[config.mk]
export PLATFORM = sky130hd
export DESIGN_NAME = dmem_arbiter_flat
export DESIGN_NICKNAME = d
export VERILOG_FILES = /design/src/rtl/dmem_pkg.sv /design/src/rtl/dmem_arbiter_if.sv /design/src/rtl/dmem_arbiter.sv /design/src/flat_wrapper.sv
export SDC_FILE = /design/constraint.sdc
export NUM_CORES = 1
export LEC_CHECK = 0
export CAP_MARGIN = 20
export CORE_AREA = 2 2 122 124
export DETAILED_ROUTE_END_ITERATION = 10
export DIE_AREA = 0 0 124 126
export PLACE_DENSITY = 0.62
export SLEW_MARGIN = 20
export SYNTH_ARGS = -nofsm -noshare
export SYNTH_HDL_FRONTEND = slang
export SYNTH_SLANG_ARGS = --single-unit
[constraint.sdc]
create_clock -name clk -period 2.4 [get_ports clk]
set_input_delay 0.48 -clock clk [delete_from_list [all_inputs] [get_ports clk]]
set_output_delay 0.48 -clock clk [all_outputs]
set_load 0.005 [all_outputs]
[src/rtl/dmem_pkg.sv]
// Shared definitions for the data-memory arbiter and the camera capture block.
package dmem_pkg;

  typedef enum logic [1:0] {
    NONE = 2'd0,
    CPU  = 2'd1,
    CAM  = 2'd2
  } rd_owner_t;

  localparam int DEFAULT_MAX_WAIT = 8;

endpackage

[src/rtl/dmem_arbiter_if.sv]
// Bundle of CPU, camera and memory-port signals around the data-memory arbiter.
interface dmem_arbiter_if #(
  parameter int ADDR_W = 32,
  parameter int DATA_W = 32
);

  logic              cpu_req;
  logic              cpu_we;
  logic [ADDR_W-1:0] cpu_addr;
  logic [DATA_W-1:0] cpu_wdata;
  logic              cpu_stall;
  logic [DATA_W-1:0] cpu_rdata;
  logic              cpu_rvalid;

  logic              cam_req;
  logic              cam_we;
  logic [ADDR_W-1:0] cam_addr;
  logic [DATA_W-1:0] cam_wdata;
  logic              cam_gnt;
  logic [DATA_W-1:0] cam_rdata;
  logic              cam_rvalid;

  logic [ADDR_W-1:0] mem_addr;
  logic [DATA_W-1:0] mem_wdata;
  logic              mem_we;
  logic [DATA_W-1:0] mem_rdata;

  // Arbiter side.
  modport slave (
    input  cpu_req, cpu_we, cpu_addr, cpu_wdata,
    output cpu_stall, cpu_rdata, cpu_rvalid,
    input  cam_req, cam_we, cam_addr, cam_wdata,
    output cam_gnt, cam_rdata, cam_rvalid,
    output mem_addr, mem_wdata, mem_we,
    input  mem_rdata
  );

  // Requesters and memory side.
  modport master (
    output cpu_req, cpu_we, cpu_addr, cpu_wdata,
    input  cpu_stall, cpu_rdata, cpu_rvalid,
    output cam_req, cam_we, cam_addr, cam_wdata,
    input  cam_gnt, cam_rdata, cam_rvalid,
    input  mem_addr, mem_wdata, mem_we,
    output mem_rdata
  );

endinterface

[src/rtl/dmem_arbiter.sv]
// Shares the data-memory port between the CPU (fixed priority) and the camera,
// with a starvation-forced camera grant and read data steered to its issuer.
module dmem_arbiter
  import dmem_pkg::*;
#(
  parameter int ADDR_W   = 32,
  parameter int DATA_W   = 32,
  parameter int MAX_WAIT = DEFAULT_MAX_WAIT,
  parameter int STAT_W   = 16
) (
  input  logic              clk,
  input  logic              reset,
  dmem_arbiter_if.slave     bus,
  output logic [STAT_W-1:0] contention_cnt
);

  localparam logic [7:0] WAIT_LIMIT = 8'(MAX_WAIT);

  logic              force_cam;
  logic              gnt_cam;
  logic              gnt_cpu;
  logic              denied;
  logic [7:0]        starve_q;
  rd_owner_t         rd_own_q;
  logic [STAT_W-1:0] contention_q;
  logic [ADDR_W-1:0] mux_addr;
  logic [DATA_W-1:0] mux_wdata;
  logic              mux_we;

  always_comb begin
    force_cam = bus.cam_req && (starve_q == WAIT_LIMIT);
    gnt_cam   = bus.cam_req && (!bus.cpu_req || force_cam);
    gnt_cpu   = bus.cpu_req && !gnt_cam;
    denied    = (bus.cpu_req && !gnt_cpu) || (bus.cam_req && !gnt_cam);
  end

  always_comb begin
    // NOTE: defaults first so every path assigns every output and no latch is inferred.
    mux_addr  = '0;
    mux_wdata = '0;
    mux_we    = 1'b0;
    if (gnt_cpu) begin
      mux_addr  = bus.cpu_addr;
      mux_wdata = bus.cpu_wdata;
      mux_we    = bus.cpu_we;
    end else if (gnt_cam) begin
      mux_addr  = bus.cam_addr;
      mux_wdata = bus.cam_wdata;
      mux_we    = bus.cam_we;
    end
  end

  assign bus.mem_addr  = mux_addr;
  assign bus.mem_wdata = mux_wdata;
  assign bus.mem_we    = mux_we;

  assign bus.cpu_stall = bus.cpu_req && !gnt_cpu;
  assign bus.cam_gnt   = gnt_cam;

  // Memory returns data one cycle after the address, so the owner register lines up with it.
  assign bus.cpu_rvalid = (rd_own_q == CPU);
  assign bus.cam_rvalid = (rd_own_q == CAM);
  assign bus.cpu_rdata  = (rd_own_q == CPU) ? bus.mem_rdata : '0;
  assign bus.cam_rdata  = (rd_own_q == CAM) ? bus.mem_rdata : '0;

  assign contention_cnt = contention_q;

  // NOTE: all state uses non-blocking assignments so every register samples pre-edge values.
  always_ff @(posedge clk or negedge reset) begin
    if (!reset) begin
      starve_q     <= '0;
      rd_own_q     <= NONE;
      contention_q <= '0;
    end else begin
      if (gnt_cam || !bus.cam_req) begin
        starve_q <= '0;
      end else if (starve_q != WAIT_LIMIT) begin
        starve_q <= starve_q + 8'd1;
      end

      if (gnt_cpu && !bus.cpu_we) begin
        rd_own_q <= CPU;
      end else if (gnt_cam && !bus.cam_we) begin
        rd_own_q <= CAM;
      end else begin
        rd_own_q <= NONE;
      end

      if (denied && !(&contention_q)) begin
        contention_q <= contention_q + STAT_W'(1);
      end
    end
  end

endmodule

[src/flat_wrapper.sv]
// flat-port wrapper written by rule: the top's interface ports become plain ports
module dmem_arbiter_flat import dmem_pkg::*;
#(
  parameter int ADDR_W   = 32,
  parameter int DATA_W   = 32,
  parameter int MAX_WAIT = DEFAULT_MAX_WAIT,
  parameter int STAT_W   = 16
)
  (clk, reset, contention_cnt, bus_cpu_req, bus_cpu_we, bus_cpu_addr, bus_cpu_wdata, bus_cpu_stall, bus_cpu_rdata, bus_cpu_rvalid, bus_cam_req, bus_cam_we, bus_cam_addr, bus_cam_wdata, bus_cam_gnt, bus_cam_rdata, bus_cam_rvalid, bus_mem_addr, bus_mem_wdata, bus_mem_we, bus_mem_rdata);
  dmem_arbiter_if #(.ADDR_W(ADDR_W), .DATA_W(DATA_W)) bus_i ();
  input  logic clk;
  input  logic reset;
  output logic [STAT_W-1:0] contention_cnt;
  input wire logic [$bits(bus_i.cpu_req)-1:0] bus_cpu_req;
  input wire logic [$bits(bus_i.cpu_we)-1:0] bus_cpu_we;
  input wire logic [$bits(bus_i.cpu_addr)-1:0] bus_cpu_addr;
  input wire logic [$bits(bus_i.cpu_wdata)-1:0] bus_cpu_wdata;
  output wire logic [$bits(bus_i.cpu_stall)-1:0] bus_cpu_stall;
  output wire logic [$bits(bus_i.cpu_rdata)-1:0] bus_cpu_rdata;
  output wire logic [$bits(bus_i.cpu_rvalid)-1:0] bus_cpu_rvalid;
  input wire logic [$bits(bus_i.cam_req)-1:0] bus_cam_req;
  input wire logic [$bits(bus_i.cam_we)-1:0] bus_cam_we;
  input wire logic [$bits(bus_i.cam_addr)-1:0] bus_cam_addr;
  input wire logic [$bits(bus_i.cam_wdata)-1:0] bus_cam_wdata;
  output wire logic [$bits(bus_i.cam_gnt)-1:0] bus_cam_gnt;
  output wire logic [$bits(bus_i.cam_rdata)-1:0] bus_cam_rdata;
  output wire logic [$bits(bus_i.cam_rvalid)-1:0] bus_cam_rvalid;
  output wire logic [$bits(bus_i.mem_addr)-1:0] bus_mem_addr;
  output wire logic [$bits(bus_i.mem_wdata)-1:0] bus_mem_wdata;
  output wire logic [$bits(bus_i.mem_we)-1:0] bus_mem_we;
  input wire logic [$bits(bus_i.mem_rdata)-1:0] bus_mem_rdata;
  assign bus_i.cpu_req = bus_cpu_req;
  assign bus_i.cpu_we = bus_cpu_we;
  assign bus_i.cpu_addr = bus_cpu_addr;
  assign bus_i.cpu_wdata = bus_cpu_wdata;
  assign bus_cpu_stall = bus_i.cpu_stall;
  assign bus_cpu_rdata = bus_i.cpu_rdata;
  assign bus_cpu_rvalid = bus_i.cpu_rvalid;
  assign bus_i.cam_req = bus_cam_req;
  assign bus_i.cam_we = bus_cam_we;
  assign bus_i.cam_addr = bus_cam_addr;
  assign bus_i.cam_wdata = bus_cam_wdata;
  assign bus_cam_gnt = bus_i.cam_gnt;
  assign bus_cam_rdata = bus_i.cam_rdata;
  assign bus_cam_rvalid = bus_i.cam_rvalid;
  assign bus_mem_addr = bus_i.mem_addr;
  assign bus_mem_wdata = bus_i.mem_wdata;
  assign bus_mem_we = bus_i.mem_we;
  assign bus_i.mem_rdata = bus_mem_rdata;
  dmem_arbiter #(.ADDR_W(ADDR_W), .DATA_W(DATA_W), .MAX_WAIT(MAX_WAIT), .STAT_W(STAT_W)) u_core (.clk(clk), .reset(reset), .bus(bus_i), .contention_cnt(contention_cnt));
endmodule
After elaboration in Yosys (flattened, before gate mapping). Index checks and enable logic that the tools add are counted.

Memories: 0. Bits in registers: 26. Word-level logic and storage cells: 41. Output and inout port bits: 149. Input port bits: 166. Latch bits: 0. Memory bits (read-only): 0. Bits in writable memories: 0.

Reduce and logical (&&, ||, !) cells: 20. Magnitude comparators: 0. Eq/ne operators: 4. Bitwise gates (word level): 0. Mux-type cells: 12. Shift-type cells: 0. Div/mod/pow operators: 0. Add/subtract/negate cells: 2. Multipliers: 0.

Operator list (count): $mux 32 (6); $add 16x1->16 const B (1); $mux 8 (2); $reduce_and 16->1 (1); $add 8x1->8 const B (1); $eq 8x4->1 const B (1); $logic_and 1x1->1 (8); $ne 8x4->1 const B (1); $logic_not 1->1 (7); $mux 2 (2); $logic_or 1x1->1 (3); $eq 2x1->1 const B (1); $eq 2x2->1 const B (1); $mux 1 (2); $reduce_bool 2->1 (1).

Logic depth before layout (Yosys ltp).
Depth after elaboration: 10. Mapped depth: 8. Depth with buffers taken out: 6.

Worst setup path after synthesis. OpenSTA, ideal clock, no wires.

Path kind: register -> output. Start: register u_core.starve_q[0]. End: output bus_mem_addr[14]. Buffers on the path: 2. Data arrival time: 1.572 ns. Required time: 1.920 ns. Cell stages (with the launch flop): 9. Setup slack: 0.348 ns. Cell sequence: dfrtp_1 > inv_1 > ha_1 > nand4bb_1 > nor4_1 > o21a_1 > buf_4 > buf_4 > a22o_1.

Longest elaborated chain between the ends: 7. Elaborated cells on any way between the ends: 8. Those cells by class: eq/ne: 1; mux: 2; reduce/logical: 5.

Ends and longest elaborated chain: from (decl) (line dmem_arbiter.sv:23) `logic [7:0] starve_q;`; from (signal assigned) (line dmem_arbiter.sv:78) `starve_q <= starve_q + 8'd1;`; $eq 8x4->1 (*) (line dmem_arbiter.sv:31) `force_cam = bus.cam_req && (starve_q == WAIT_LIMIT);`; $logic_and 1x1->1 (*) (line dmem_arbiter.sv:31); $logic_or 1x1->1 (*) (line dmem_arbiter.sv:32) `gnt_cam = bus.cam_req && (!bus.cpu_req || force_cam);`; $logic_and 1x1->1 (*) (line dmem_arbiter.sv:32); $logic_not 1->1 (line dmem_arbiter.sv:33) `gnt_cpu = bus.cpu_req && !gnt_cam;`; $logic_and 1x1->1 (line dmem_arbiter.sv:33); $mux 32 (*) (line dmem_arbiter.sv:42) `if (gnt_cpu) begin`; to (decl) (line flat_wrapper.sv:28) `output wire logic [$bits(bus_i.mem_addr)-1:0] bus_mem_addr;`.

Every way passes the cells marked *; elsewhere a longest branch is shown, timed or not.

Worst setup path after layout.
Start: register u_core.starve_q[0]. End: output bus_mem_addr[12].

Same word-level chain as after synthesis.

==> flow_metrics.tcl <==
set metrics [dict create \
    synthCells 271 \
    htreeDepth 1 \
    grt_pass1_wl_um 20090 \
    ys.flop_type "dfrtp_1" \
    die_h_um 126 \
    grt_setup_unrepaired "yes" \
    dr_total_vias 3473 \
    syn-num-nets 440 \
    finalNetCount 787 \
    portBuffers 314 \
    synth_edf_count 0 \
    wl_per_cell_um 18.54 \
    synth_warnings 0 \
    outcome "finished with violations" \
    yosys.area.top_type_share_pct 27.04 \
    slew_viol_final 0 \
    cp_num_buf_inv 6 \
    final_common_cell "clkdlybuf4s50_1" \
    syn_avg_cell_area_um2 8.878 \
    antenna_found_initial 0 \
    drt_iter0_drc 118 \
    slowest_stage "dfrtp_1" \
    placed_cell_area_um2 5859 \
    crit_path_end_kind "output pin" \
    area_delta_synth_final_pct 156.9 \
    synth_area_um2 2406 \
    cap_viol_max_count 0 \
    crit_arrival_ns 2.26 \
    crit_type "reg -> out" \
    clock-sinks 26 \
    yosysTopAreaCell "dfrtp_1" \
    violations "negative setup slack" \
    routed_wl_um 14830 \
    slew_headroom_pct 68.83 \
    final_layout_size_suffix_gt1_share_pct 22.40 \
    yosysUniqueCellTypes 36 \
    start_kind "register" \
    grt-ovfl-total 0 \
    synth_seq_cells 26 \
    cp_cell_sequence "inv_1 -> ha_4 -> nand4bb_1 -> buf_4 -> nor4_4 -> o21a_4 -> buf_6 -> buf_8 -> clkbuf_16 -> a22o_1 -> clkbuf_2" \
    fin_skew_ns 0.001011 \
    rows 44 \
    crit_family "buffers and inverters" \
    post-route-util_pct 43.19 \
    register_area_um2 650.6 \
    multiInputGateArea_um2 1713 \
    worst_slew_pin_slew_ns 0.4633 \
    ys_seq_area_share_pct 27.04 \
    cts_buffers 3 \
    dr.pass1.iters 4 \
    grt_max_degree 34 \
    hold_viol 0 \
    cts_tree "built" \
    fmax_ghz 0.3651 \
    ir_drop_mv 0.3276 \
    cts_buffer_depth 2 \
    post-dp-hpwl_um 12110 \
    finalCritPeriodShare_pct 114.1 \
    first_global_vias 3394 \
    avgViaCountPerCell 4.341 \
    clock_latency_ns 0.25 \
    p_leak_nw 2.750 \
    fillerInstances 1429 \
    required_ns 1.92 \
    synth.area.top_cells "dfrtp_1, a22o_1, and2_1" \
    power_density_nw_per_um2 307.0 \
    critical-path-max-stage-delay_ns 0.38 \
    post-route-drc-count 0 \
    pin_count 315 \
    grt_usage_pct 17.08 \
    start_util_pct 16.81 \
    period_minus_slack_ns 2.739 \
    hold_path_class "reg -> reg" \
    dieWidth_um 124 \
    synth-async-reset-ratio_pct 100.0 \
    fin_area_um2 6182 \
    clkTransAtPathRegs_ns 0.06 \
    gp_congestion 0.9817 \
    diodes 0 \
    crit_fanout 6 \
    drtAntennaViolNets 0 \
    setup_violations 66 \
    core_um2 14310 \
    root_buffer "clkbuf_16" \
    dieArea_um2 15620 \
    final_cell_mix "clkdlybuf4s50_1, and2_1, a22o_1" \
    setup_ws_ns -0.3391 \
]
## worst reg2reg max path, stage by stage (launching register included)
cell and delay, ns:
dfrtp_1 0.38, inv_1 0.09, ha_4 0.13, nand4bb_1 0.14, buf_4 0.17, nor4_4 0.25
o21a_4 0.20, buf_6 0.13, clkbuf_16 0.14, buf_8 0.12, nor2b_1 0.13
## per-stage QoR
| step | cells | hold WS [ns] | TNS [ns] | worst slack (ns) | total power [mW] |
|---|---|---|---|---|---|
| finish | 800 | 0.5081 | -17.98 | -0.3391 | 1.898 |
| global route | 800 | 0.5404 | -23.90 | -0.4279 | 2.016 |
| CTS | 779 | 0.5123 | -14.82 | -0.4559 | 1.866 |
| detailed placement | 769 | 0.5033 | -42.97 | -0.7632 | 1.521 |
| global placement | 769 | 0.4986 | -43.05 | -0.7654 | 1.510 |
| floorplan | 271 | 0.1844 | 0 | 0.3484 | 0.8057 |
## logic make-up after synthesis
logic type | share of synthesized area [%]
AND/OR/NAND/NOR | 31.57
AO/OA/AOI/OAI | 25.74
buffers and inverters | 6.344
flip-flops | 27.04
XOR/XNOR | 7.280
multiplexers | 0.4680
adder cells (fa/ha/maj) | 1.560
## worst paths after layout
| path | end | startpoint | slack [ns] | cells past startpoint |
|---|---|---|---|---|
| min in group asynchronous | u_core.contention_cnt[15] | reset | 0.60 | 2 |
| worst min register to register | u_core.contention_cnt[15] | u_core.contention_cnt[15] | 0.51 | 1 |
| max in group asynchronous | u_core.starve_q[5] | reset | 1.54 | 2 |
| worst max-delay path | bus_mem_addr[12] | u_core.starve_q[0] | -0.34 | 11 |
| worst max register to register | u_core.rd_own_q[1] | u_core.starve_q[0] | 0.46 | 10 |
| worst min-delay path | u_core.contention_cnt[15] | u_core.contention_cnt[15] | 0.51 | 1 |
## report_power, final
group          leakage [nW]  internal (mW)  switching (mW)
clock                0.0370          0.221           0.146
combinational          2.37          0.646           0.326
sequential            0.346          0.487          0.0718
## synth_stat cells, drive strengths merged (3+ instances only)
| library cell | number |
|---|---|
| nand3 | 11 |
| and3 | 3 |
| nor2b | 4 |
| nor3 | 3 |
| nand2 | 6 |
| nand4 | 4 |
| nor2 | 14 |
| ha | 3 |
| clkbuf | 10 |
| dfrtp | 26 |
| a22o | 64 |
| buf | 11 |
| and2 | 66 |
| inv | 6 |
| nor4 | 4 |
| xnor2 | 5 |
| xor2 | 15 |
| o21ai | 3 |
## flip-flops by register name (all words and copies together) (netlist names)
register               count
u_core.contention_cnt     16
u_core.starve_q            8
u_core.rd_own_q            2
## per-layer routing
metal	up-vias	wire, µm	global-route usage (%)
met5	-	0	0
met4	0	53	1.190
met3	4	1374	4.484
met2	176	7715	31.51
met1	1617	5691	20.50
li1	1676	-	-
## cell type report
cell class	instances	share of cell area, %
multi-input cells	218	27.71
repair buffers	363	56.47
clock buffers	3	1.214
well taps	184	3.724
inverters	6	0.3643
flip-flops and latches	26	10.52
## what timing repair did
item / 4_1_cts / 5_1_grt
buffers inserted: 6 / 16
hold buffers: 0 / 0
cloned: 1 / 6
gates resized for setup: 171 / 128
setup endpoints to repair: 67 / 67
pin swaps: 3 / 53
No activity file was read; power rests on OpenSTA's default activity.
